==> src/rtl/solve_pkg.sv <==
// Shared widths, FSM state encoding and handshake cycle counts for the solve controller.
package solve_pkg;
    localparam int NUM_ROW      = 8;
    localparam int ENERGY_WIDTH = 15;
    localparam int DATA_WIDTH   = 8;

    localparam int POLL_CYCLES    = 3;
    localparam int ACK_MIN_CYCLES = 3;
    localparam int ACK_CAP_CYCLE  = 1;  // zero-based: second ACK cycle
    localparam int RELEASE_CYCLES = 2;

    typedef enum logic [2:0] {
        IDLE, REQ, WAIT, CAL, POLL, ACK, RELEASE, REPORT
    } state_e;

    typedef logic signed [ENERGY_WIDTH:0] energy_t;

    localparam energy_t ENERGY_MAX = {1'b0, {ENERGY_WIDTH{1'b1}}};
endpackage

==> src/rtl/best_tracker.sv <==
// Running best-of-trials register: keeps the lowest signed energy seen, earlier trial wins ties.
module best_tracker
    import solve_pkg::*;
(
    input  logic               clk,
    input  logic               reset,
    input  logic               clear_i,
    input  logic               cap_i,
    input  logic [NUM_ROW-1:0] spin_i,
    input  energy_t            energy_i,
    output logic [NUM_ROW-1:0] best_spin_o,
    output energy_t            best_energy_o
);
    logic [NUM_ROW-1:0] spin_q;
    energy_t            energy_q;

    always_ff @(posedge clk) begin
        if (reset || clear_i) begin
            spin_q   <= '0;
            energy_q <= ENERGY_MAX;
        end else if (cap_i && (energy_i < energy_q)) begin
            spin_q   <= spin_i;
            energy_q <= energy_i;
        end
    end

    assign best_spin_o   = spin_q;
    assign best_energy_o = energy_q;
endmodule

==> src/rtl/solve_ctrl.sv <==
// Solve sequencer: sample request, comparator handshake, best-of-trials report.
// Optional SOLVE_TIMEOUT_EN adds a 16-bit watchdog on WAIT/ACK that aborts with err.
module solve_ctrl
    import solve_pkg::*;
(
    input  logic                  clk,
    input  logic                  reset,
    input  logic                  start,
    input  logic [DATA_WIDTH-1:0] max_fails_cfg,
    input  logic [7:0]            num_trials,
    output logic                  sample_req,
    input  logic                  sample_vld,
    input  logic [NUM_ROW-1:0]    sample_spin,
    input  energy_t               sample_energy,
    output energy_t               hamiltonian_energy,
    output logic [NUM_ROW-1:0]    save_spin_array,
    output logic [DATA_WIDTH-1:0] max_fails,
    output logic                  cal_done,
    output logic                  done_ack,
    input  logic                  done,
    input  logic [NUM_ROW-1:0]    best_spin,
    input  energy_t               best_hamiltonian,
    output logic [NUM_ROW-1:0]    result_spin,
    output energy_t               result_energy,
    output logic                  result_vld,
    output logic                  busy,
    output logic                  err
);
    localparam logic [1:0] POLL_LAST = 2'(POLL_CYCLES - 1);
    localparam logic [1:0] ACK_LAST  = 2'(ACK_MIN_CYCLES - 1);
    localparam logic [1:0] ACK_CAP   = 2'(ACK_CAP_CYCLE);
    localparam logic [1:0] REL_LAST  = 2'(RELEASE_CYCLES - 1);

    state_e                state_q;
    logic [1:0]            phase_q;
    logic [7:0]            trial_cnt_q, trial_lim_q, trial_cnt_d;
    energy_t               ham_q, res_energy_q;
    logic [NUM_ROW-1:0]    spin_q, res_spin_q;
    logic [DATA_WIDTH-1:0] max_fails_q;
    logic                  sample_req_q, cal_done_q, done_ack_q, busy_q, err_q, result_vld_q;
    logic                  cfg_ok, trk_clear, trk_cap, wdog_hit;
    logic [NUM_ROW-1:0]    run_spin;
    energy_t               run_energy;

    assign cfg_ok      = (max_fails_cfg != '0) && (num_trials != 8'd0);
    assign trk_clear   = (state_q == IDLE) && start && cfg_ok;
    assign trk_cap     = (state_q == ACK) && (phase_q == ACK_CAP);
    assign trial_cnt_d = trial_cnt_q + 8'd1;

`ifdef SOLVE_TIMEOUT_EN
    logic [15:0] wdog_q;

    // Restarts on every entry to WAIT or ACK; the 65535th cycle there aborts.
    always_ff @(posedge clk) begin
        if (reset || !((state_q == WAIT) || (state_q == ACK))) begin
            wdog_q <= '0;
        end else begin
            wdog_q <= wdog_q + 16'd1;
        end
    end

    assign wdog_hit = (wdog_q == 16'hFFFE);
`else
    assign wdog_hit = 1'b0;
`endif

    best_tracker u_best (
        .clk          (clk),
        .reset        (reset),
        .clear_i      (trk_clear),
        .cap_i        (trk_cap),
        .spin_i       (best_spin),
        .energy_i     (best_hamiltonian),
        .best_spin_o  (run_spin),
        .best_energy_o(run_energy)
    );

    always_ff @(posedge clk) begin
        if (reset) begin
            state_q      <= IDLE;
            phase_q      <= '0;
            trial_cnt_q  <= '0;
            trial_lim_q  <= '0;
            ham_q        <= '0;
            spin_q       <= '0;
            max_fails_q  <= '0;
            res_spin_q   <= '0;
            res_energy_q <= '0;
            sample_req_q <= 1'b0;
            cal_done_q   <= 1'b0;
            done_ack_q   <= 1'b0;
            busy_q       <= 1'b0;
            err_q        <= 1'b0;
            result_vld_q <= 1'b0;
        end else begin
            sample_req_q <= 1'b0;
            cal_done_q   <= 1'b0;
            err_q        <= 1'b0;
            result_vld_q <= 1'b0;
            case (state_q)
                IDLE: begin
                    if (start && cfg_ok) begin
                        max_fails_q  <= max_fails_cfg;
                        trial_lim_q  <= num_trials;
                        trial_cnt_q  <= '0;
                        busy_q       <= 1'b1;
                        sample_req_q <= 1'b1;
                        state_q      <= REQ;
                    end else if (start) begin
                        err_q <= 1'b1;
                    end
                end
                REQ: state_q <= WAIT;
                WAIT: begin
                    if (wdog_hit) begin
                        err_q   <= 1'b1;
                        busy_q  <= 1'b0;
                        state_q <= IDLE;
                    end else if (sample_vld) begin
                        ham_q      <= sample_energy;
                        spin_q     <= sample_spin;
                        cal_done_q <= 1'b1;
                        state_q    <= CAL;
                    end
                end
                CAL: begin
                    phase_q <= '0;
                    state_q <= POLL;
                end
                POLL: begin
                    if (done) begin
                        done_ack_q <= 1'b1;
                        phase_q    <= '0;
                        state_q    <= ACK;
                    end else if (phase_q == POLL_LAST) begin
                        sample_req_q <= 1'b1;
                        state_q      <= REQ;
                    end else begin
                        phase_q <= phase_q + 2'd1;
                    end
                end
                // phase_q saturates at ACK_LAST while the comparator keeps done high
                ACK: begin
                    if (wdog_hit) begin
                        done_ack_q <= 1'b0;
                        err_q      <= 1'b1;
                        busy_q     <= 1'b0;
                        state_q    <= IDLE;
                    end else if ((phase_q == ACK_LAST) && !done) begin
                        done_ack_q <= 1'b0;
                        phase_q    <= '0;
                        state_q    <= RELEASE;
                    end else if (phase_q != ACK_LAST) begin
                        phase_q <= phase_q + 2'd1;
                    end
                end
                RELEASE: begin
                    if (phase_q == REL_LAST) begin
                        trial_cnt_q <= trial_cnt_d;
                        if (trial_cnt_d == trial_lim_q) begin
                            res_spin_q   <= run_spin;
                            res_energy_q <= run_energy;
                            result_vld_q <= 1'b1;
                            state_q      <= REPORT;
                        end else begin
                            sample_req_q <= 1'b1;
                            state_q      <= REQ;
                        end
                    end else begin
                        phase_q <= phase_q + 2'd1;
                    end
                end
                REPORT: begin
                    busy_q  <= 1'b0;
                    state_q <= IDLE;
                end
                default: state_q <= IDLE;
            endcase
        end
    end

    assign sample_req         = sample_req_q;
    assign cal_done           = cal_done_q;
    assign done_ack           = done_ack_q;
    assign busy               = busy_q;
    assign err                = err_q;
    assign result_vld         = result_vld_q;
    assign hamiltonian_energy = ham_q;
    assign save_spin_array    = spin_q;
    assign max_fails          = max_fails_q;
    assign result_spin        = res_spin_q;
    assign result_energy      = res_energy_q;
endmodule

==> config.mk <==
export PLATFORM = sky130hd
export DESIGN_NAME = solve_ctrl
export DESIGN_NICKNAME = d
export VERILOG_FILES = /design/src/rtl/solve_pkg.sv /design/src/rtl/best_tracker.sv /design/src/rtl/solve_ctrl.sv
export SDC_FILE = /design/constraint.sdc
export NUM_CORES = 1
export LEC_CHECK = 0
export CAP_MARGIN = 30
export CORE_UTILIZATION = 49
export CTS_CLUSTER_DIAMETER = 30
export CTS_CLUSTER_SIZE = 40
export DETAILED_ROUTE_END_ITERATION = 6
export PLACE_DENSITY = 0.81
export SLEW_MARGIN = 30
export SYNTH_ARGS = -nofsm -noshare
export SYNTH_HDL_FRONTEND = slang
export SYNTH_SLANG_ARGS = --single-unit
==> constraint.sdc <==
create_clock -name clk -period 3 [get_ports clk]
set_input_delay 0.3 -clock clk [delete_from_list [all_inputs] [get_ports clk]]
set_output_delay 0.3 -clock clk [all_outputs]
set_load 0.01 [all_outputs]
### Word-level counts from Yosys, hierarchy flattened

Index checks and enable logic that the tools add are counted.

* RAM bits: 0
* latch bits: 0
* register bits after elaboration: 107
* memories: 0
* memory bits (read-only): 0

* shift operators: 0
* multipliers: 0
* $lt $le $gt $ge: 1
* bitwise logic cells: 4
* divide/modulo/power cells: 0
* equal/unequal tests: 20
* reductions and logical operators: 27
* add/subtract/negate cells: 2
* multiplexer cells: 31

Operators with widths (number)
* $pmux 3 s8: 1
* $mux 3: 7
* $lt 16x16->1: 1
* $mux 8: 2
* $pmux 8 s2: 1
* $reduce_bool 8->1: 2
* $eq 3x3->1 const B: 4
* $mux 1: 11
* $mux 2: 5
* $ne 2x2->1 const B: 5
* $reduce_and 3->1: 3
* $add 8x1->8 const B: 1
* $eq 8x8->1: 1
* $pmux 2 s4: 1
* $logic_and 1x1->1: 7
* $eq 3x2->1 const B: 2
* $ne 3x3->1 const B: 2
* $reduce_and 2->1: 3
* $reduce_bool 2->1: 3
* $reduce_or 3->1: 2
* $reduce_and 5->1: 1
* $ne 2x1->1 const B: 2
* $not 1->1: 4
* $pmux 1 s2: 2
* 12 further kinds: 12

### Longest topological paths before layout

* word-level depth: 5
* mapped depth: 9
* mapped depth without buffers: 8

### Cells and area by module

From an unflattened synthesis, not the netlist that was laid out.

* cells, all modules: 692
* area, all modules: 5699.2 um2

Modules (own cells, without submodules)
* solve_ctrl: area an instance 3696.0 um2, times used 1, cells an instance 444
* best_tracker: area an instance 2003.2 um2, times used 1, cells an instance 248

### Least setup slack after synthesis

Ideal clock, no wire load.

* kind: register to register
* start point: reg trial_cnt_q[1]
* end point: reg res_energy_q[14], in the netlist result_energy[14]
* buffers on the path: 1
* arrival time: 2.393 ns
* cell stages (with the launch flop): 9
* slack: 0.475 ns
* period minus slack after synthesis: 2.525 ns
* cells stage by stage: dfxtp_1 ha_1 nand3_2 or3_1 a211o_1 a2111oi_4 buf_6 a21bo_2 a21oi_1

* longest elaborated chain between the ends: 3

RTL lines
* from (decl): line solve_ctrl.sv:36 `logic [7:0] trial_cnt_q, trial_lim_q, trial_cnt_d;`
* from (signal assigned): line solve_ctrl.sv:159 `trial_cnt_q <= trial_cnt_d;`
* $add 8x1->8: line solve_ctrl.sv:48 `assign trial_cnt_d = trial_cnt_q + 8'd1;`
* $eq 8x8->1: line solve_ctrl.sv:160 `if (trial_cnt_d == trial_lim_q) begin`
* $reduce_and 3->1 (no source line)
* to (signal assigned): line solve_ctrl.sv:162 `res_energy_q <= run_energy;`
* to (decl): line solve_ctrl.sv:37 `energy_t ham_q, res_energy_q;`

No other way between the ends.
A chain may end at the register's enable or synchronous reset.

### Worst setup path in the final report

* start point: reg trial_cnt_q[0]
* end point: reg sample_req_q, in the netlist sample_req

* longest elaborated chain between the ends: 5

RTL lines
* $add 8x1->8: line solve_ctrl.sv:48
* $eq 8x8->1: line solve_ctrl.sv:160
* $mux 1: line solve_ctrl.sv:160
* $mux 1: line solve_ctrl.sv:158 `if (phase_q == REL_LAST) begin`
* $pmux 1 s3: line solve_ctrl.sv:100 `case (state_q)`
* to (signal assigned): line solve_ctrl.sv:96 `sample_req_q <= 1'b0;`
* to (signal assigned): line solve_ctrl.sv:107 `sample_req_q <= 1'b1;`
* to (signal assigned): line solve_ctrl.sv:166 `sample_req_q <= 1'b1;`
* to (decl): line solve_ctrl.sv:40 `logic sample_req_q, cal_done_q, done_ack_q, busy_q, err_q, result_vld_q;`

No other way between the ends.

==> metrics.md <==
| Metric | Value |
|---|---|
| Kind of critical path | `reg -> reg` |
| Uppermost layer routed | `met4` |
| DRT iter0 DRCs | `170` |
| Post-synth EDFFs | `0` |
| Routed Antenna Nets | `0` |
| Max_cap viols | `0` |
| Antenna cells | `0` |
| Starting Density | `50.63%` |
| Vias per cell | `5.309` |
| Synth top area share | `43.29%` |
| First-pass GRT wire length | `18980 um` |
| DRC | `0` |
| Design area | `0.006551 mm2` |
| Initial antenna violation count | `0` |
| Core Area | `0.009774 mm2` |
| Syn Inst Count | `566` |
| Final worst-path cycle share | `92.62%` |
| Type of element capturing the critical path | `flop` |
| Setup Skew | `0.01377 ns` |
| Initial DRT Pass Iterations | `4` |
| P&R area growth vs syn | `32.39%` |
| Worst rel slew slack | `46.51%` |
| Status | `finished, final reports clean` |
| Post-synthesis register bit count | `107` |
| Synth unique cells | `50` |
| Worst-path clk slew | `0.10 ns` |
| Slowest-stage cell, CP | `dfxtp_1` |
| WL met1 | `4870 um` |
| Row Count | `36` |
| Post-synthesis sequential area ratio | `43.29%` |
| Number of fill cells | `814` |
| Async SR Flop Fraction | `0%` |
| Root Buffer | `clkbuf_8` |
| # setup viols final | `0` |
| Achievable Freq | `359.9 MHz` |
| P_leak | `2.733 nW` |
| Yosys Warn Count | `0` |
| Maximum VDD drop | `351.7 uV` |
| Setup TNS | `0 ns` |
| Slew at the pin with the worst max-slew slack | `0.8023 ns` |
| Post-Syn Area | `0.004948 mm2` |
| Crit-path max FO | `26` |
| Via count | `4369` |
| Clock tree buffer depth | `2` |
| Final #Nets | `772` |
| GRT Residual Overflow | `0` |
| Unrepaired setup endpoints after global routing | `no` |
| GRT Util Overall | `22.55%` |
| Critical-path cell list | `ha_1, nand3_2, or3_1, a211o_1, a2111oi_4, buf_4, clkbuf_16, o221a_2, a2111oi_0` |
| Vias in the first global route | `4214` |
| Ys flop type | `dfxtp_1` |
| Die Area | `0.01051 mm2` |
| Drt total wl | `11870 um` |
| DPL Wire Length | `8291 um` |
| Die Y | `102.5 um` |
| Worst min path class | `in -> reg` |
| Placed Area | `0.006351 mm2` |
| Pwr/cell area | `434.9 mW/mm2` |
| # H-tree levels | `3` |
| Final GP Congestion | `0.8673` |
| I/O Pins | `131` |
| Data required, critical path | `3.22 ns` |
| Metal3 WL | `816 um` |
| CTS tree | `yes` |
| Met2 WL | `5944 um` |
| CTS Buf Count | `9` |
| Yosys top cell by area | `dfxtp_1` |
| Clk_lat worst skew | `0.37 ns` |
| Die X | `102.5 um` |
| Ranking of synthesized cells by area | `dfxtp_1 (43%), mux2i_1 (8.7%), a21oi_1 (6.8%)` |
| WL per Instance | `14.42 um` |
| Clk sink count | `107` |
| Layout cell share with drive strength beyond 1 | `9.710%` |
| Syn_nets | `653` |
| CP max stage delay | `0.48 ns` |
| Min Tclk post-route | `2.779 ns` |
| CP arrival | `2.99 ns` |
| Final Hold Vio Count | `0` |
| Largest net degree at the start of global routing | `53` |
| Crit start category | `flop` |
| Syn avg cell area | `8.743 um2` |
| Max Slew Vio Count | `0` |
| IO buf count | `130` |
## per-stage QoR
stage	std cells	setup WS [ns]	hold WS [ns]	utilization, %	total power [mW]
after floorplan	566	0.4753	0.3884	-	1.821
after global placement	805	0.3162	0.4411	64.98	2.032
after detailed placement	805	0.2167	0.4478	64.98	2.043
after CTS	821	0.1871	0.4369	66.78	2.862
after global routing	823	0.08731	0.4474	67.03	2.977
final	823	0.2215	0.4495	67.03	2.849
## placed cells by master, fill, tap and decap left out, types with 8 or more instances in the layout
cell type and count:
a21oi_1 67, nand2_1 78, dfxtp_1 107, clkdlybuf4s50_1 129, clkbuf_8 9, o21ai_0 12
nor2_1 43, nor2b_1 8, inv_1 22, mux2i_1 42, buf_4 13, nand4_1 8
ha_1 18, nand3_1 31, a21bo_2 24
## sequential cells by signal (all words and copies together) (netlist names), 2 cells and up
register / count
max_fails: 8
trial_lim_q: 8
save_spin_array: 8
state_q: 3
result_spin: 8
result_energy: 16
u_best.best_energy_o: 16
phase_q: 2
u_best.best_spin_o: 8
trial_cnt_q: 8
hamiltonian_energy: 16
## area by class of cell
type | count | area, um2 | share of cell area, %
repair buffers | 146 | 1450 | 22.14
flip-flops and latches | 107 | 2142 | 32.70
inverters | 22 | 82.58 | 1.261
well taps | 133 | 166.4 | 2.540
multi-input cells | 399 | 2534 | 38.67
clock buffers | 10 | 127.6 | 1.948
clock inverters | 6 | 48.80 | 0.7448
## cell families after synthesis
kind of cell / after synthesis / synth area share (%)
and+or+nand+nor: 203 / 18.94
AOI/OAI and AO/OA: 124 / 16.74
DFF: 107 / 43.29
buffers and inverters: 60 / 5.790
muxes: 44 / 8.925
adders and majority gates: 18 / 4.551
xor gates and xnor gates: 10 / 1.770
## cell usage after synthesis (all sizes together), types with 8 or more instances
cell    count
dfxtp     107
nand2      78
a21oi      67
mux2i      43
nor2       43
nand3      33
a21bo      24
clkbuf     24
inv        22
ha         18
buf        13
o21ai      13
nand4       8
nor2b       8
## worst max-delay path: cells and delay by family, from the launching register on
family	cells	cell delay [ns]
flops	1	0.48
fa+ha+maj	1	0.31
buf+inv	2	0.39
simple gates	2	0.55
compound gates	4	0.88
## metal layers
metal | up-vias | global-route usage, %
li1 | 2186 | -
met1 | 2030 | 25.75
met2 | 133 | 40.10
met3 | 20 | 6.441
met4 | 0 | 7.912
met5 | - | 0
## timing repair
| item | CTS | global route |
|---|---|---|
| hold buffers | 0 | 0 |
| gates resized for setup | 0 | 1 |
| setup endpoints to repair | 0 | 1 |
| buffers inserted | 0 | 1 |
## path summary, 6_finish.rpt
kind	start	depth (start not counted)	endpoint	slack, ns
worst max-delay path	trial_cnt_q[0]	9	sample_req	0.22
worst min-delay path	reset	2	cal_done	0.45
worst max register to register	trial_cnt_q[0]	9	sample_req	0.22
worst min register to register	save_spin_array[4]	2	save_spin_array[4]	0.46
## report_power, final
group          internal (mW)  total, mW  switching [mW]
registers               1.47       1.52          0.0464
logic                  0.259      0.505           0.246
clock network          0.314      0.826           0.512
Note: power is estimated with default switching activity, not from simulation.
